## src/rtl/alu_pkg.sv

```systemverilog
// Shared definitions for the alu_seq command unit: op encoding and FSM states.
package alu_pkg;

  localparam logic [1:0] OP_SRA = 2'b00;
  localparam logic [1:0] OP_SRL = 2'b01;
  localparam logic [1:0] OP_SUB = 2'b10;
  localparam logic [1:0] OP_ADD = 2'b11;

  typedef enum logic [1:0] {
    IDLE  = 2'd0,
    SHIFT = 2'd1,
    DONE  = 2'd2
  } state_t;

endpackage

```

## src/rtl/alu_seq_if.sv

```systemverilog
// Request/response bus of the alu_seq unit. The producer/consumer side uses
// the master modport, the ALU itself uses the slave modport.
interface alu_seq_if #(
  parameter int WIDTH = 4,
  parameter int SHW   = 2
);

  logic             in_valid;
  logic             in_ready;
  logic [WIDTH-1:0] inA;
  logic [WIDTH-1:0] inB;
  logic [SHW-1:0]   inC;
  logic [1:0]       op;
  logic             out_valid;
  logic             out_ready;
  logic [WIDTH-1:0] ans;
  logic             cout;

  modport master (
    output in_valid, inA, inB, inC, op, out_ready,
    input  in_ready, out_valid, ans, cout
  );

  modport slave (
    input  in_valid, inA, inB, inC, op, out_ready,
    output in_ready, out_valid, ans, cout
  );

endinterface

```

## src/rtl/alu_shift_step.sv

```systemverilog
// One-bit right shift step: arithmetic (sign fill) or logical (zero fill),
// also reporting the bit that falls off the bottom.
module alu_shift_step #(
  parameter int WIDTH = 4
) (
  input  logic [WIDTH-1:0] acc,
  input  logic             arith,
  output logic [WIDTH-1:0] shifted,
  output logic             out_bit
);

  logic fill_s;

  // Fill bit is the sign for arithmetic shifts, zero otherwise.
  always_comb begin
    if (arith) begin
      fill_s = acc[WIDTH-1];
    end else begin
      fill_s = 1'b0;
    end
  end

  assign shifted = {fill_s, acc[WIDTH-1:1]};
  assign out_bit = acc[0];

endmodule

```

## src/rtl/alu_seq.sv

```systemverilog
// Multi-cycle handshaked ALU: single-step add/sub, iterative one-bit-per-clock
// shifts, with a carry/borrow/shift-out flag. The result is held until the
// consumer takes it; no new request is accepted until then.
module alu_seq
  import alu_pkg::*;
#(
  parameter int WIDTH = 4,
  parameter int SHW   = 2
) (
  input  logic       clk,
  input  logic       rst_n,
  alu_seq_if.slave   bus
);

  state_t           state_r;
  state_t           next_state_s;
  logic [WIDTH-1:0] acc_r;
  logic [WIDTH-1:0] acc_nxt_s;
  logic             cout_r;
  logic             cout_nxt_s;
  logic [SHW-1:0]   cnt_r;
  logic [SHW-1:0]   cnt_nxt_s;
  logic [1:0]       op_r;
  logic [1:0]       op_nxt_s;
  logic             in_ready_r;
  logic             out_valid_r;

  logic [WIDTH:0]   sum_s;
  logic [WIDTH:0]   diff_s;
  logic [WIDTH-1:0] shift_val_s;
  logic             shift_out_s;
  logic             arith_s;

  // Extra top bit holds carry for the sum and borrow for the difference.
  assign sum_s   = {1'b0, bus.inA} + {1'b0, bus.inB};
  assign diff_s  = {1'b0, bus.inA} - {1'b0, bus.inB};
  assign arith_s = (op_r == OP_SRA);

  alu_shift_step #(.WIDTH(WIDTH)) u_shift_step (
    .acc     (acc_r),
    .arith   (arith_s),
    .shifted (shift_val_s),
    .out_bit (shift_out_s)
  );

  // Next-state and datapath update selection for the command FSM.
  always_comb begin
    next_state_s = state_r;
    acc_nxt_s    = acc_r;
    cout_nxt_s   = cout_r;
    cnt_nxt_s    = cnt_r;
    op_nxt_s     = op_r;
    case (state_r)
      IDLE: begin
        if (bus.in_valid) begin
          case (bus.op)
            OP_ADD: begin
              {cout_nxt_s, acc_nxt_s} = sum_s;
              next_state_s            = DONE;
            end
            OP_SUB: begin
              acc_nxt_s    = diff_s[WIDTH-1:0];
              cout_nxt_s   = diff_s[WIDTH];
              next_state_s = DONE;
            end
            OP_SRA, OP_SRL: begin
              acc_nxt_s  = bus.inA;
              cout_nxt_s = 1'b0;
              op_nxt_s   = bus.op;
              if (bus.inC == {SHW{1'b0}}) begin
                next_state_s = DONE;
              end else begin
                cnt_nxt_s    = bus.inC;
                next_state_s = SHIFT;
              end
            end
            default: begin
              next_state_s = IDLE;
            end
          endcase
        end else begin
          next_state_s = IDLE;
        end
      end
      SHIFT: begin
        acc_nxt_s  = shift_val_s;
        cout_nxt_s = shift_out_s;
        cnt_nxt_s  = cnt_r - SHW'(1);
        if (cnt_r == SHW'(1)) begin
          next_state_s = DONE;
        end else begin
          next_state_s = SHIFT;
        end
      end
      DONE: begin
        if (bus.out_ready) begin
          next_state_s = IDLE;
        end else begin
          next_state_s = DONE;
        end
      end
      default: begin
        next_state_s = IDLE;
      end
    endcase
  end

  // State, datapath and registered handshake outputs; reset aborts any op.
  always_ff @(posedge clk or negedge rst_n) begin
    if (!rst_n) begin
      state_r     <= IDLE;
      acc_r       <= {WIDTH{1'b0}};
      cout_r      <= 1'b0;
      cnt_r       <= {SHW{1'b0}};
      op_r        <= 2'b00;
      in_ready_r  <= 1'b1;
      out_valid_r <= 1'b0;
    end else begin
      state_r     <= next_state_s;
      acc_r       <= acc_nxt_s;
      cout_r      <= cout_nxt_s;
      cnt_r       <= cnt_nxt_s;
      op_r        <= op_nxt_s;
      in_ready_r  <= (next_state_s == IDLE);
      out_valid_r <= (next_state_s == DONE);
    end
  end

  assign bus.ans       = acc_r;
  assign bus.cout      = cout_r;
  assign bus.in_ready  = in_ready_r;
  assign bus.out_valid = out_valid_r;

endmodule

```

## src/flat_wrapper.sv

```systemverilog
// flat-port wrapper written by rule: the top's interface ports become plain ports
module alu_seq_flat import alu_pkg::*;
#(
  parameter int WIDTH = 4,
  parameter int SHW   = 2
)
  (clk, rst_n, bus_in_valid, bus_inA, bus_inB, bus_inC, bus_op, bus_out_ready, bus_in_ready, bus_out_valid, bus_ans, bus_cout);
  alu_seq_if #(.WIDTH(WIDTH), .SHW(SHW)) bus_i ();
  input  logic clk;
  input  logic rst_n;
  input wire logic [$bits(bus_i.in_valid)-1:0] bus_in_valid;
  input wire logic [$bits(bus_i.inA)-1:0] bus_inA;
  input wire logic [$bits(bus_i.inB)-1:0] bus_inB;
  input wire logic [$bits(bus_i.inC)-1:0] bus_inC;
  input wire logic [$bits(bus_i.op)-1:0] bus_op;
  input wire logic [$bits(bus_i.out_ready)-1:0] bus_out_ready;
  output wire logic [$bits(bus_i.in_ready)-1:0] bus_in_ready;
  output wire logic [$bits(bus_i.out_valid)-1:0] bus_out_valid;
  output wire logic [$bits(bus_i.ans)-1:0] bus_ans;
  output wire logic [$bits(bus_i.cout)-1:0] bus_cout;
  assign bus_i.in_valid = bus_in_valid;
  assign bus_i.inA = bus_inA;
  assign bus_i.inB = bus_inB;
  assign bus_i.inC = bus_inC;
  assign bus_i.op = bus_op;
  assign bus_i.out_ready = bus_out_ready;
  assign bus_in_ready = bus_i.in_ready;
  assign bus_out_valid = bus_i.out_valid;
  assign bus_ans = bus_i.ans;
  assign bus_cout = bus_i.cout;
  alu_seq #(.WIDTH(WIDTH), .SHW(SHW)) u_core (.clk(clk), .rst_n(rst_n), .bus(bus_i));
endmodule
```

## config.mk

```make
export PLATFORM = sky130hd
export DESIGN_NAME = alu_seq_flat
export DESIGN_NICKNAME = d
export VERILOG_FILES = /design/src/rtl/alu_pkg.sv /design/src/rtl/alu_seq_if.sv /design/src/rtl/alu_shift_step.sv /design/src/rtl/alu_seq.sv /design/src/flat_wrapper.sv
export SDC_FILE = /design/constraint.sdc
export NUM_CORES = 1
export LEC_CHECK = 0
export ABC_AREA = 1
export CAP_MARGIN = 5
export CORE_ASPECT_RATIO = 0.9
export CORE_MARGIN = 10
export CORE_UTILIZATION = 52
export CTS_CLUSTER_SIZE = 16
export DETAILED_ROUTE_END_ITERATION = 10
export GPL_TIMING_DRIVEN = 0
export PLACE_DENSITY = 0.85
export SLEW_MARGIN = 0
export SYNTH_ARGS = -nofsm -noshare
export SYNTH_HDL_FRONTEND = slang
export SYNTH_SLANG_ARGS = --single-unit
```

## constraint.sdc

```tcl
create_clock -name clk -period 2.75 [get_ports clk]
set_input_delay 0.275 -clock clk [delete_from_list [all_inputs] [get_ports clk]]
set_output_delay 0.275 -clock clk [all_outputs]
set_load 0.02 [all_outputs]
```

==> reports/metrics.cfg <==
[route]
first_pass_iters = 4
drt_iter0_markers = 35
viasPerCell = 5.237
num_vias = 927
drc = 0
drtAntennaViolNets = 0
drt_wl_total_um = 2401
detail_route.wl_per_cell_um = 13.56

[sta]
tns_ps = 0
fmax_mhz = 527.7
setup_viol = 0
whs_ps = 355.3
maxSlewHeadroom_pct = 62.16
final-max-slew-violation-count = 0
tightest_slew_ps = 565.9
finalHoldViolations = 0
finClkSkew_ps = 3.154
worst_slack_ps = 855.0
rsz0062_at_grt = false
final.period_utilization_pct = 68.91
fin_crit_ps = 1895

[worst_setup_path]
slowest_delay_ps = 500
worstRegToRegCells = 7
path_buf_inv = 3
r2r_slack_ps = 1400
end_kind = register
path_class = in -> reg
cp-start-kind = input port
crit_family = buffers and inverters
worstPathArrival_ps = 2050
required_ps = 2910
crit_path_max_fanout = 3
slowest_stage = clkdlybuf4s50_1
reg2reg_to = u_core.bus.cout
path_cells = clkdlybuf4s50_1 -> inv_1 -> ha_1 -> fa_1 -> inv_1 -> nand3_1 -> nand3_1 -> nand2_1 -> o21ai_0 -> nand2_1
r2r_start = u_core.state_r[1]

[cts]
post_cts_buffers = 0
cts_max_path_buffers = 2
cts_sinks = 13
cts_made_buffers = 3
clock_latency_ps = 280
cts-root-buf = clkbuf_4
cts_resized = 0
path_clk_slew_ps = 80
cts_tree = yes
ctsHoldBuffers = 0
htreeDepth = 1

[min_path]
hp-class = in -> async

[logic_synthesis]
synth_cells = 128
syn-cell-area_um2 = 943.4
yosysTopAreaCell = dfrtp_1
synth.avg_cell_area_um2 = 7.370
synth_nets = 155
ys_ff_latch = 13
synthTopCellsByCount = nand2_1, inv_1, nor2_1, nand3_1, dfrtp_1
synth_ff_type = dfrtp_1
synth_top_area_share_pct = 31.83
synth-edff-count = 0
synthArstFlopShare_pct = 100.0
synth_cell_types = 21
ys_top_cells_by_area = dfrtp_1, ha_1, nand2_1, inv_1, nor2_1
synth-warning-count = 0
synth_seq_area_share_pct = 34.62
yosysMostFrequentCell = nand2_1

[grt]
antenna_found_initial = 0
grt_start_max_net_pins = 14
gr-total-overflow = 0
grt_pass1_vias = 947
grt_usage_pct = 12.63
grt_pass1_wl_um = 4029

[finish]
postLayoutCoreUtil_pct = 71.21
diodes = 0
syn_to_final_growth_pct = 28.25
finalNetCount = 181
fillers = 154
layout-drive-gt1-share_pct = 5.229

[die]
die_x_um = 64.90
die_area_mm2 = 0.003920
dieHeight_um = 60.41
initial_core_util_pct = 55.52
row_count = 14
num_io_pins = 23
fp.coreArea_mm2 = 0.001699

[place]
place.gp.congestion = 0.8329
dpl_worst_slack_ps = 628.0
place_hpwl_um = 1986
port_buffers = 21

[power]
p_total_mw = 0.9965
leakage_nw = 0.6115
vdd.ir_drop.worst_v = 0.0005757
p_per_area_mw_per_mm2 = 823.7

[run_status]
status = completed

[run]
drv_cap = 0

==> flip-flops by register name, summed over array words and instances, names as in the netlist <==
signal	cells
u_core.op_r	2
u_core.bus.ans	4
u_core.bus.in_ready	1
u_core.bus.out_valid	1
u_core.cnt_r	2
u_core.state_r	2
u_core.bus.cout	1
==> cell usage in the layout, fill, tap and decap left out, types with 2 or more instances in the layout <==
master           synthesis  final
a21oi_1                  9      9
inv_1                   18     18
nand3_1                 13     13
nand2_1                 28     28
o21ai_0                  5      5
nor2_1                  18     18
clkbuf_4                 0      3
ha_1                     9      9
dfrtp_1                 12     12
a31oi_1                  2      2
clkdlybuf4s50_1          0     21
o221ai_1                 2      2
fa_1                     2      2
==> layer usage <==
metal / up-vias / global-route usage, % / wire length [um]
met4: 0 / 2.744 / 25
met3: 4 / 4.604 / 163
li1: 468 / - / -
met5: - / 0 / 0
met1: 432 / 14.76 / 1071
met2: 23 / 21.91 / 1140
==> how the worst max path moves through the flow <==
stage,start,endpoint,slack (ps),cells after the start
3_5_place_dp,bus_inA[0],u_core.bus.cout,630,10
4_1_cts,bus_inA[0],u_core.bus.cout,860,10
6_report,bus_inA[0],u_core.bus.cout,860,10
3_3_place_gp,bus_inA[0],u_core.bus.cout,680,10
5_1_grt,bus_inA[0],u_core.bus.cout,710,10
2_1_floorplan,bus_inA[0],u_core.bus.cout,1330,9
==> stage by stage <==
step                      instance area [um^2]  instances
after floorplan                          943.4        128
after global placement                    1184        173
after detailed placement                  1184        173
after CTS                                 1210        177
after global routing                      1210        177
final                                     1210        177
==> worst register-to-register path: cells and delay by family (launching register included) <==
kind	cells	cell delay, ps
AO/OA/AOI/OAI	1	120
buffers and inverters	1	70
flip-flops	1	430
AND/OR/NAND/NOR	5	620
==> where the power goes <==
group          internal (mW)  total (mW)  switching (mW)  leakage [nW]
clock                 0.0563       0.118          0.0618        0.0150
combinational          0.224       0.539           0.314         0.440
sequential             0.283       0.340          0.0564         0.157
==> final cells by class <==
type                    count  area (um^2)  share of cell area [%]
repair buffers             21        210.2                   17.37
well taps                  24        30.03                   2.482
inverters                  19        71.32                   5.895
flip-flops and latches     13        326.6                   26.99
clock buffers               4        26.28                   2.172
plain buffers               2        12.51                   1.034
multi-input cells          94        533.0                   44.05
==> cell families (layout without fill, tap and decap cells) <==
family / Yosys count / in the layout / synth area share [%]
adders and majority gates: 11 / 11 / 16.18
AOI/OAI and AO/OA: 20 / 20 / 12.07
DFF: 13 / 13 / 34.62
and+or+nand+nor: 63 / 63 / 28.25
buffers and inverters: 21 / 46 / 8.885
(Power assumes the default switching activity.)
